===== config.mk =====
export PLATFORM = sky130hd
export DESIGN_NAME = alu_mc
export DESIGN_NICKNAME = d
export VERILOG_FILES = /design/src/rtl/alu_mc_pkg.sv /design/src/rtl/alu_mc_comb.sv /design/src/rtl/alu_mc.sv
export SDC_FILE = /design/constraint.sdc
export NUM_CORES = 1
export LEC_CHECK = 0
export ABC_AREA = 1
export ABC_CLOCK_PERIOD_IN_PS = 2700
export BUFFER_PORTS_ARGS = -buffer_cell sky130_fd_sc_hd__buf_4
export CORE_ASPECT_RATIO = 0.7
export CORE_MARGIN = 2
export CORE_UTILIZATION = 40
export CTS_BUF_LIST = sky130_fd_sc_hd__clkbuf_4 sky130_fd_sc_hd__clkbuf_8
export DETAILED_ROUTE_END_ITERATION = 12
export GPL_ROUTABILITY_DRIVEN = 0
export PLACE_DENSITY_LB_ADDON = 0.05
export SYNTH_ARGS = -nofsm -noshare
export SYNTH_HDL_FRONTEND = slang
export SYNTH_SLANG_ARGS = --single-unit

===== constraint.sdc =====
create_clock -name clk -period 2.7 [get_ports clk]
set_input_delay 0.54 -clock clk [delete_from_list [all_inputs] [get_ports clk]]
set_output_delay 0.54 -clock clk [all_outputs]
set_load 0.02 [all_outputs]

===== src/rtl/alu_mc_pkg.sv =====
// Shared opcode and FSM encodings for the multi-cycle ALU and its datapath.
package alu_mc_pkg;

    typedef enum logic [2:0] {
        OP_FWD  = 3'b000,
        OP_ADD  = 3'b001,
        OP_AND  = 3'b010,
        OP_OR   = 3'b011,
        OP_SUB  = 3'b100,
        OP_MULT = 3'b101,
        OP_SLL  = 3'b110,
        OP_SRA  = 3'b111
    } op_e;

    typedef enum logic {
        ST_IDLE = 1'b0,
        ST_RUN  = 1'b1
    } state_e;

    function automatic logic is_iterative(input op_e op);
        return (op == OP_MULT) || (op == OP_SLL) || (op == OP_SRA);
    endfunction

    function automatic logic is_shift(input op_e op);
        return (op == OP_SLL) || (op == OP_SRA);
    endfunction

endpackage


===== src/rtl/alu_mc_comb.sv =====
// Purely combinational single-cycle datapath: FWD/ADD/AND/OR/SUB.
module alu_comb
    import alu_mc_pkg::*;
#(
    parameter int WIDTH = 8
) (
    input  op_e              op,
    input  logic [WIDTH-1:0] a,
    input  logic [WIDTH-1:0] b,
    output logic [WIDTH-1:0] y
);

    // Iterative opcodes never take this path; they resolve to zero so every code is defined.
    always_comb begin
        y = '0;
        case (op)
            OP_FWD:  y = b;
            OP_ADD:  y = a + b;
            OP_AND:  y = a & b;
            OP_OR:   y = a | b;
            OP_SUB:  y = a - b;
            default: y = '0;
        endcase
    end

endmodule


===== src/rtl/alu_mc.sv =====
// Multi-cycle ALU: single-cycle ops finish at the START edge; MULT and shifts
// iterate one step per clock under a START/BUSY/DONE handshake.
module alu_mc
    import alu_mc_pkg::*;
#(
    parameter int WIDTH   = 8,
    parameter int SHIFT_W = $clog2(WIDTH) + 1
) (
    input  logic             clk,
    input  logic             rst,
    input  logic             start,
    input  logic [WIDTH-1:0] data1,
    input  logic [WIDTH-1:0] data2,
    input  logic [2:0]       select,
    output logic [WIDTH-1:0] result,
    output logic             zero,
    output logic             busy,
    output logic             done
);

    localparam logic [WIDTH-1:0]   WIDTH_V  = WIDTH'(WIDTH);
    localparam logic [SHIFT_W-1:0] CNT_FULL = SHIFT_W'(WIDTH);
    localparam logic [SHIFT_W-1:0] CNT_ONE  = SHIFT_W'(1);

    state_e             state_q,  state_d;
    op_e                op_q,     op_d;
    logic [WIDTH-1:0]   a_q,      a_d;
    logic [WIDTH-1:0]   b_q,      b_d;
    logic [WIDTH-1:0]   acc_q,    acc_d;
    logic [SHIFT_W-1:0] cnt_q,    cnt_d;
    logic [WIDTH-1:0]   result_q, result_d;
    logic               busy_q,   busy_d;
    logic               done_q,   done_d;

    op_e                op_in;
    logic [WIDTH-1:0]   comb_y;
    logic [SHIFT_W-1:0] shift_cnt;
    logic [WIDTH-1:0]   a_n;
    logic [WIDTH-1:0]   b_n;
    logic [WIDTH-1:0]   acc_n;

    assign op_in = op_e'(select);

    alu_comb #(.WIDTH(WIDTH)) u_comb (
        .op (op_in),
        .a  (data1),
        .b  (data2),
        .y  (comb_y)
    );

    // Amounts at or beyond WIDTH saturate: SLL drains to 0, SRA fills with sign.
    always_comb begin
        if (data2 >= WIDTH_V) begin
            shift_cnt = CNT_FULL;
        end else begin
            shift_cnt = data2[SHIFT_W-1:0];
        end
    end

    // One shift-add / shift step of the captured operands.
    always_comb begin
        a_n   = a_q;
        b_n   = b_q;
        acc_n = acc_q;
        case (op_q)
            OP_MULT: begin
                acc_n = b_q[0] ? (acc_q + a_q) : acc_q;
                a_n   = a_q << 1;
                b_n   = b_q >> 1;
            end
            OP_SLL:  a_n = a_q << 1;
            OP_SRA:  a_n = {a_q[WIDTH-1], a_q[WIDTH-1:1]};
            default: a_n = a_q;
        endcase
    end

    always_comb begin
        state_d  = state_q;
        op_d     = op_q;
        a_d      = a_q;
        b_d      = b_q;
        acc_d    = acc_q;
        cnt_d    = cnt_q;
        result_d = result_q;
        busy_d   = busy_q;
        done_d   = 1'b0;
        case (state_q)
            ST_IDLE: begin
                if (start) begin
                    if (!is_iterative(op_in)) begin
                        result_d = comb_y;
                        done_d   = 1'b1;
                    end else if (is_shift(op_in) && (data2 == '0)) begin
                        result_d = data1;
                        done_d   = 1'b1;
                    end else begin
                        op_d    = op_in;
                        a_d     = data1;
                        b_d     = data2;
                        acc_d   = '0;
                        cnt_d   = (op_in == OP_MULT) ? CNT_FULL : shift_cnt;
                        busy_d  = 1'b1;
                        state_d = ST_RUN;
                    end
                end
            end
            ST_RUN: begin
                a_d   = a_n;
                b_d   = b_n;
                acc_d = acc_n;
                cnt_d = cnt_q - CNT_ONE;
                if (cnt_q == CNT_ONE) begin
                    result_d = (op_q == OP_MULT) ? acc_n : a_n;
                    done_d   = 1'b1;
                    busy_d   = 1'b0;
                    state_d  = ST_IDLE;
                end
            end
            default: state_d = ST_IDLE;
        endcase
    end

    always_ff @(posedge clk or posedge rst) begin
        if (rst) begin
            state_q  <= ST_IDLE;
            op_q     <= OP_FWD;
            a_q      <= '0;
            b_q      <= '0;
            acc_q    <= '0;
            cnt_q    <= '0;
            result_q <= '0;
            busy_q   <= 1'b0;
            done_q   <= 1'b0;
        end else begin
            state_q  <= state_d;
            op_q     <= op_d;
            a_q      <= a_d;
            b_q      <= b_d;
            acc_q    <= acc_d;
            cnt_q    <= cnt_d;
            result_q <= result_d;
            busy_q   <= busy_d;
            done_q   <= done_d;
        end
    end

    assign result = result_q;
    assign zero   = (result_q == '0);
    assign busy   = busy_q;
    assign done   = done_q;

endmodule


Word level (Yosys, flattened, before mapping)

Index checks and enable logic that the tools add are counted.

Register bits: 42
Bits in latches: 0
Memory bits (writable): 0
Memory bits (read-only): 0
Bits of input ports: 22
Memories kept: 0

Add/subtract/negate cells: 4
$mul: 0
Div/mod/pow operators: 0
$lt $le $gt $ge: 1
Equal/unequal tests: 17
Shifts and indexed selects: 0
Muxes and demuxes: 44
Bitwise logic cells: 4
Reductions and logical operators: 13

Operator list:

| cell                                                               | number |
|---|---|
| 2-to-1 mux 8 bit                                                   | 17 |
| case mux 8 bit (2 select lines)                                    | 5 |
| case mux 8 bit (5 select lines)                                    | 1 |
| equality test 3 bit (second input constant)                        | 7 |
| 2-to-1 mux 4 bit                                                   | 5 |
| adder 8 bit                                                        | 2 |
| logical NOT 8 bit                                                  | 2 |
| 2-to-1 mux 1 bit                                                   | 12 |
| AND reduction 4 bit                                                | 3 |
| bitwise AND 8 bit                                                  | 1 |
| greater-or-equal comparator 8 x 4 -> 1 bit (second input constant) | 1 |
| OR 8 bit                                                           | 1 |
| case mux 4 bit (2 select lines)                                    | 1 |
| subtractor 8 bit                                                   | 1 |
| equality test 3 x 2 -> 1 bit (second input constant)               | 2 |
| inequality test 2 bit (second input constant)                      | 3 |
| case mux 1 bit (2 select lines)                                    | 3 |
| AND reduction 3 bit                                                | 2 |
| equality test 4 x 1 -> 1 bit (second input constant)               | 1 |
| inequality test 2 x 1 -> 1 bit (second input constant)             | 2 |
| subtractor 4 x 1 -> 4 bit (second input constant)                  | 1 |
| equality test 3 x 1 -> 1 bit (second input constant)               | 1 |
| logical NOT 3 bit                                                  | 1 |
| logical OR 1 bit                                                   | 3 |
| 4 further kinds                                                    | 5 |

Logic depth before layout (Yosys ltp)

Gate-level depths: netlist of run 1.

Depth in word-level cells: 7
Depth in mapped cells: 20
Gate-level depth less buffers: 20

By module

Synthesis of run 1 repeated with hierarchy kept, for this count alone.

Cell total of the unflattened synthesis: 523
Area, all modules: 3555.9 um^2

Modules (own cells, without submodules):

| module   | times used | cells an instance | area an instance (um^2) | sequential area each (um^2) |
|---|---|---|---|---|
| alu_mc   | 1          | 378               | 2760.1                  | 1051.0 |
| alu_comb | 1          | 145               | 795.8                   | 0.0 |

Worst setup path before layout of run 1

Ideal clock, no wire load.

Kind: input -> register
From: input port data2[0]
To: register result_q[7], in the netlist result[7]
Data arrival time: 2.384 ns
Data required time: 2.587 ns
Slack: 0.203 ns
Stages on the path: 19
Cells stage by stage: inv_1 ha_1 nand2_2 o31ai_1 xor2_1 inv_1 ha_1 nand2_1 inv_1 nand2_1 nand2_1 a21oi_1 nand3_1 nand3_1 nand2_1 nand2_1 nand3_1 nand2_1 inv_1

Cells in the longest elaborated chain, start to end: 5

RTL lines:

| item                                                   | line                                 | text |
|---|---|---|
| start, declared                                        | alu_mc.sv:13                         | `input logic [WIDTH-1:0] data2,` |
| subtractor 8 bit / adder 8 bit (equally long branches) | alu_mc_comb.sv:21, alu_mc_comb.sv:18 |  |
| case mux 8 bit (5 select lines)                        | alu_mc_comb.sv:16                    | `case (op)` |
| 2-to-1 mux 8 bit                                       | alu_mc.sv:90                         | `if (!is_iterative(op_in)) begin` |
| 2-to-1 mux 8 bit                                       | alu_mc.sv:89                         | `if (start) begin` |
| case mux 8 bit (2 select lines)                        | alu_mc.sv:87                         | `case (state_q)` |
| end signal, assigned                                   | alu_mc.sv:141                        | `result_q <= result_d;` |
| end, declared                                          | alu_mc.sv:31                         | `logic [WIDTH-1:0] result_q, result_d;` |

Several ways; a longest one is shown, not always the timed one. The select of a mux whose other input is x is not followed.
A chain may end at the register's enable or synchronous reset.

Worst setup path after layout of run 1

From: input port data2[1]
To: register result_q[4], in the netlist result[4]

The elaborated chain is that of the path after synthesis.

==> flow_metrics.py, run 1 <==
metrics = {
    "run_status": {
        "outcome": "completed",
    },
    "power": {
        "p_comb_share_pct": 58.4,
        "p_per_area_mw_per_mm2": 1000,
        "p_int_mw": 2.11,
        "power.net_switching_mw": 2.02,
        "p_clk_share_pct": 12.6,
        "netSwitchingFraction_pct": 49.0,
        "vdd_drop_max_mv": 0.496,
        "power_leakage_nw": 2.14,
        "seqPwrFrac_pct": 29.0,
    },
    "worst_setup_path": {
        "cp-start-kind": "input port",
        "required_ns": 2.95,
        "reg2reg_depth": 7,
        "path_delay_family": "simple AND/OR/NAND/NOR gates",
        "reg2reg_from": "state_q",
        "crit_cells": 14,
        "critical_path_class": "input port to register",
        "crit_chain": "buf_4 -> buf_4 -> nor3_1 -> or2_2 -> xor2_1 -> ha_1 -> a21o_1 -> o21ai_0 -> nand2_1 -> o21ai_0 -> nand2_1 -> nand3_1 -> nand2_1 -> nand2_1",
        "cp-end-kind": "register",
        "cp-startpoint": "data2[1]",
        "critPathMaxFanout": 5,
        "crit_top_cell": "nand2_1",
        "r2r-end": "result[7]",
        "cp_num_buf_inv": 2,
        "cpMaxStageDelayCell": "nor3_1",
        "crit_arrival_ns": 2.72,
        "max_stage_delay_ns": 0.34,
        "r2r_setup_slack_ns": 0.67,
        "crit_path_end": "result[4]",
    },
    "sta": {
        "timing.final.crit_period_ns": 2.47,
        "finClkSkew_ns": 0.00482,
        "rsz0062_at_grt": "false",
        "period_share_pct": 91.6,
        "fin_ws_ns": 0.228,
        "slew_viol_final": 0,
        "relSlewSlack_pct": 59.6,
        "finalSetupViolCount": 0,
        "hold_viol_final": 0,
        "worst_pin_slew_ns": 0.606,
        "fmax_ghz": 0.405,
    },
    "cts": {
        "root_buffer": "clkbuf_8",
        "cts_resized": 0,
        "clk_latency_ns": 0.30,
        "htree_num_levels": 2,
        "cts.clk_slew.worst_paths_ns": 0.09,
        "cts_tree": "built",
        "clock_sinks": 42,
        "cts_setup_buffers": 0,
        "clockBufferDepth": 2,
        "cts_made_buffers": 5,
        "cts.hold.buffers_added": 0,
    },
    "drt": {
        "drc": 0,
        "wire_per_inst_um": 15.0,
        "vias": 3513,
        "avgViaCountPerCell": 5.15,
        "ant_nets": 0,
        "wl_um": 10200,
        "dr.pass1.iters": 5,
        "dr.first_iter.drc_count": 261,
    },
    "cells_and_area": {
        "fin_util_pct": 48.6,
        "fillCellCount": 923,
        "syn2layout_area_growth_pct": 17.3,
        "drive_above_1_share_pct": 15.8,
        "antennaDiodeCount": 0,
        "nets": 604,
    },
    "grt": {
        "overflow": 0,
        "grt_max_degree": 43,
        "first_global_vias": 3225,
        "grt_pass1_wl_um": 16700,
        "global_route.usage.total_pct": 22.8,
        "antenna_found_initial": 0,
    },
    "logic_synthesis": {
        "ys_seq_area_share_pct": 29.9,
        "synthFlopType": "dfrtp_1",
        "ys_async_sr_fraction_pct": 100,
        "synth_warnings": 0,
        "synth_seq_cells": 42,
        "synth_cells": 510,
        "synth_edf_count": 0,
        "synth_nets": 553,
        "synth.avg_cell_area_sq_um": 6.89,
        "syn_area_sq_mm": 0.00351,
        "synth_cell_types": 44,
    },
    "floorplan": {
        "boundaryPins": 33,
        "start_util_pct": 41.4,
        "core_sq_mm": 0.00848,
        "die-area_sq_mm": 0.00956,
        "num_rows": 28,
        "die_h_um": 82.4,
        "die_w_um": 116,
    },
    "placement": {
        "portBuffers": 32,
        "dp_hpwl_um": 8140,
        "place_ws_ns": -0.125,
    },
    "run": {
        "cap_violations": 0,
    },
    "min_path": {
        "min_path_type": "input port to asynchronous set/reset pin",
    },
}
## worst min-delay path, cell delays in order
cell and delay [ns]:
buf_4 0.11, clkinv_1 0.03, buf_4 0.46
## power groups by stage
stage | clock (mW) | sequential, mW | combinational (mW)
2_1_floorplan | 0 | 1.19 | 1.74
3_3_place_gp | 0 | 1.21 | 2.35
3_5_place_dp | 0 | 1.21 | 2.39
4_1_cts | 0.535 | 1.20 | 2.40
5_1_grt | 0.562 | 1.25 | 2.76
6_report | 0.522 | 1.20 | 2.41
## state kept, by name, summed over array words and instances, names as in the netlist
| register | flops |
|---|---|
| b_q | 8 |
| cnt_q | 4 |
| done | 1 |
| acc_q | 8 |
| op_q | 3 |
| a_q | 8 |
| result | 8 |
| busy | 1 |
| state_q | 1 |
## how the worst min path moves through the flow
stage               startpoint        to  slack [ns]  cells after the start
global route               rst      busy        0.41                      3
floorplan               b_q[7]    b_q[7]        0.48                      2
CTS                        rst      busy        0.38                      3
detailed placement        busy      busy        0.49                      1
finish                     rst  cnt_q[1]        0.36                      3
global placement          busy      busy        0.48                      1
## cells by family (layout without fill, tap and decap cells)
| logic type | count (synthesis) | in the layout | share of synthesized area [%] |
|---|---|---|---|
| fa+ha+maj | 21 | 21 | 7.91 |
| compound gates | 123 | 123 | 20.4 |
| xor+xnor | 10 | 10 | 2.49 |
| flops | 42 | 42 | 29.9 |
| simple gates | 228 | 228 | 29.0 |
| buf+inv | 86 | 138 | 10.2 |
## Yosys cell counts, drive strengths merged, types with 4 or more instances
cell | instances | area [sq um]
nor2 | 34 | 173
dfrtp | 42 | 1050
ha | 19 | 238
xor2 | 8 | 70.1
buf | 6 | 50.0
nand3 | 21 | 118
nand3b | 4 | 30.0
nand4 | 5 | 31.3
a31oi | 4 | 25.0
inv | 77 | 297
nand2 | 151 | 591
a21oi | 26 | 141
o21ai | 63 | 323
or2 | 6 | 37.5
o221ai | 6 | 52.6
o22ai | 5 | 31.3
o211ai | 9 | 67.6
## per-layer routing
metal  track usage, %  share of wire [%]
met1             35.5                 53
met2             32.4                 40
met3             5.11                7.3
met4             3.33               0.31
met5                0                  0
## area by class of cell
| class | instances | area (sq um) | share of cell area (%) |
|---|---|---|---|
| Clock inverter | 3 | 45.0 | 1.09 |
| Multi-Input combinational cell | 382 | 2110 | 51.2 |
| Timing Repair Buffer | 53 | 398 | 9.65 |
| Inverter | 77 | 297 | 7.19 |
| Tap cell | 120 | 150 | 3.64 |
| Clock buffer | 5 | 68.8 | 1.67 |
| Sequential cell | 42 | 1050 | 25.5 |
## metrics by stage
| step | area [sq um] | hold slack [ns] | instances | TNS, ns | power [mW] |
|---|---|---|---|---|---|
| after global routing | 4120 | 0.412 | 682 | 0 | 4.57 |
| after global placement | 4000 | 0.483 | 674 | -0.0854 | 3.56 |
| after CTS | 4110 | 0.378 | 682 | 0 | 4.13 |
| after floorplan | 3510 | 0.478 | 510 | 0 | 2.93 |
| final | 4120 | 0.364 | 682 | 0 | 4.13 |
| after detailed placement | 4000 | 0.485 | 674 | -0.156 | 3.60 |
## placed cells by master (no fill, tap or decap), drive strengths merged, types with 2 or more instances in the layout
cell type  synthesis  final
a21oi             26     26
a31oi              4      4
buf                6     53
clkbuf             3      5
clkinvlp           0      2
dfrtp             42     42
fa                 2      2
ha                19     19
inv               77     76
nand2            151    151
nand3             21     21
nand3b             4      4
nand4              5      5
nor2              34     34
nor3               3      3
nor4               3      3
o211ai             9      9
o21a               3      3
o21ai             63     63
o221ai             6      6
o22ai              5      5
or2                6      6
xnor2              2      2
xor2               8      8
(Power assumes the default switching activity.)
==> run 2: changes to the inputs <==
CORE_MARGIN = unset   (was 2)
GPL_ROUTABILITY_DRIVEN = unset   (was 0)
==> run 2 against run 1 <==
  * Critical path depth up 6
  * Largest power group unchanged
  * Final cell count rose by 0.15%
  * Combinational power about the same
==> flow_metrics.py, run 2 (synthesis gave the netlist of run 1 again) <==
metrics = {
    "run_status": {
        "outcome": "completed",
    },
    "placement": {
        "portBuffers": 32,
        "gp_congestion": 0.912,
        "dp_hpwl_um": 8130,
    },
    "cts": {
        "clock_sinks": 42,
        "cts_tree": "built",
        "clockBufferDepth": 2,
        "root_buffer": "clkbuf_8",
        "cts.hold.buffers_added": 0,
        "cts_made_buffers": 5,
        "htree_num_levels": 2,
        "cts.clk_slew.worst_paths_ns": 0.08,
        "clk_latency_ns": 0.30,
        "cts_setup_buffers": 0,
    },
    "sta": {
        "slew_viol_final": 0,
        "rsz0062_at_grt": "false",
        "timing.final.crit_period_ns": 2.52,
        "period_share_pct": 93.4,
        "hold_viol_final": 0,
        "finalSetupViolCount": 0,
        "fmax_ghz": 0.397,
        "relSlewSlack_pct": 58.1,
        "hold_slack_ns": 0.362,
        "worst_pin_slew_ns": 0.629,
        "fin_tns_setup_ns": 0,
        "finClkSkew_ns": 0.00419,
    },
    "worst_setup_path": {
        "crit_arrival_ns": 2.73,
        "reg2reg_from": "state_q",
        "cp-start-kind": "input port",
        "cp-end-kind": "register",
        "required_ns": 2.91,
        "r2r_setup_slack_ns": 0.65,
        "critPathMaxFanout": 3,
        "reg2reg_depth": 7,
        "critical_path_class": "input port to register",
        "r2r-end": "result[7]",
    },
    "grt": {
        "antenna_found_initial": 0,
        "global_route.usage.total_pct": 23.5,
        "overflow": 0,
        "grt_max_degree": 43,
        "first_global_vias": 3216,
        "grt_pass1_wl_um": 16500,
    },
    "cells_and_area": {
        "final_common_cell": "nand2_1",
        "fin_util_pct": 48.6,
        "antennaDiodeCount": 0,
        "layout_common_cells": "147 x nand2_1, 71 x inv_1, 60 x o21ai_0",
        "nets": 605,
        "syn2layout_area_growth_pct": 17.3,
        "drive_above_1_share_pct": 15.8,
    },
    "floorplan": {
        "num_rows": 28,
        "core_sq_mm": 0.00848,
        "die_w_um": 114,
        "boundaryPins": 33,
        "start_util_pct": 41.4,
        "die_h_um": 80.4,
        "die-area_sq_mm": 0.00916,
    },
    "drt": {
        "avgViaCountPerCell": 5.12,
        "dr.pass1.iters": 5,
        "ant_nets": 0,
        "dr.first_iter.drc_count": 267,
        "vias": 3496,
        "wl_um": 10100,
        "drc": 0,
        "wire_per_inst_um": 14.8,
    },
    "power": {
        "total_power_mw": 4.12,
        "power_leakage_nw": 2.15,
        "vdd_drop_max_mv": 0.621,
        "p_per_area_mw_per_mm2": 1000,
    },
    "min_path": {
        "min_path_type": "input port to asynchronous set/reset pin",
    },
    "run": {
        "cap_violations": 0,
    },
}
## run 2: worst max-delay path by stage
stage | startpoint | to | slack [ns] | depth (start not counted)
2_1_floorplan | data2[0] | result[7] | 0.20 | 19
3_3_place_gp | data2[1] | result[7] | -0.04 | 20
3_5_place_dp | data2[1] | result[7] | -0.11 | 20
4_1_cts | data2[1] | result[7] | 0.20 | 20
5_1_grt | data2[1] | result[7] | 0.03 | 20
6_report | data2[1] | result[7] | 0.18 | 20
## run 2: timing repair
item	in CTS	in global routing
setup endpoints to repair	0	1
resized for setup	0	1
endpoints found under the hold margin	0	0
## run 2: cell type report
type	count	area (sq um)
inverter	77	297
multi-input combinational	382	2110
tap	120	150
fill	915	4360
clock inverter	3	40.0
timing repair buffer	54	405
clock buffer	5	68.8
sequential	42	1050
## run 2: power by group
| group | switching [mW] | total [mW] | internal, mW |
|---|---|---|---|
| sequential | 0.280 | 1.20 | 0.921 |
| combinational | 1.51 | 2.42 | 0.913 |
| clock | 0.233 | 0.505 | 0.272 |
## run 2: worst max-delay path, stage by stage
cell     delay, ns
buf_4         0.12
inv_1         0.07
ha_1          0.18
nand2_2       0.08
o31ai_1       0.28
xor2_1        0.22
inv_1         0.08
ha_1          0.31
nand2_1       0.10
inv_1         0.05
nand2_1       0.06
nand2_1       0.04
a21oi_1       0.15
nand3_1       0.09
nand3_1       0.09
nand2_1       0.05
nand2_1       0.06
nand3_1       0.06
nand2_1       0.06
inv_1         0.03
## run 2: per-layer routing
metal,routed length [um],up-vias,GRT usage (%)
li1,-,1783,-
met1,5480,1612,36.2
met2,4010,94,33.3
met3,561,7,4.53
met4,67,0,4.55
met5,0,-,0
## run 2: metrics by stage
| step | instances | setup WS [ns] | instance area, sq um |
|---|---|---|---|
| floorplan | 510 | 0.203 | 3510 |
| global placement | 675 | -0.0449 | 4010 |
| detailed placement | 675 | -0.112 | 4010 |
| CTS | 683 | 0.203 | 4120 |
| global route | 683 | 0.0271 | 4120 |
| finish | 683 | 0.178 | 4120 |
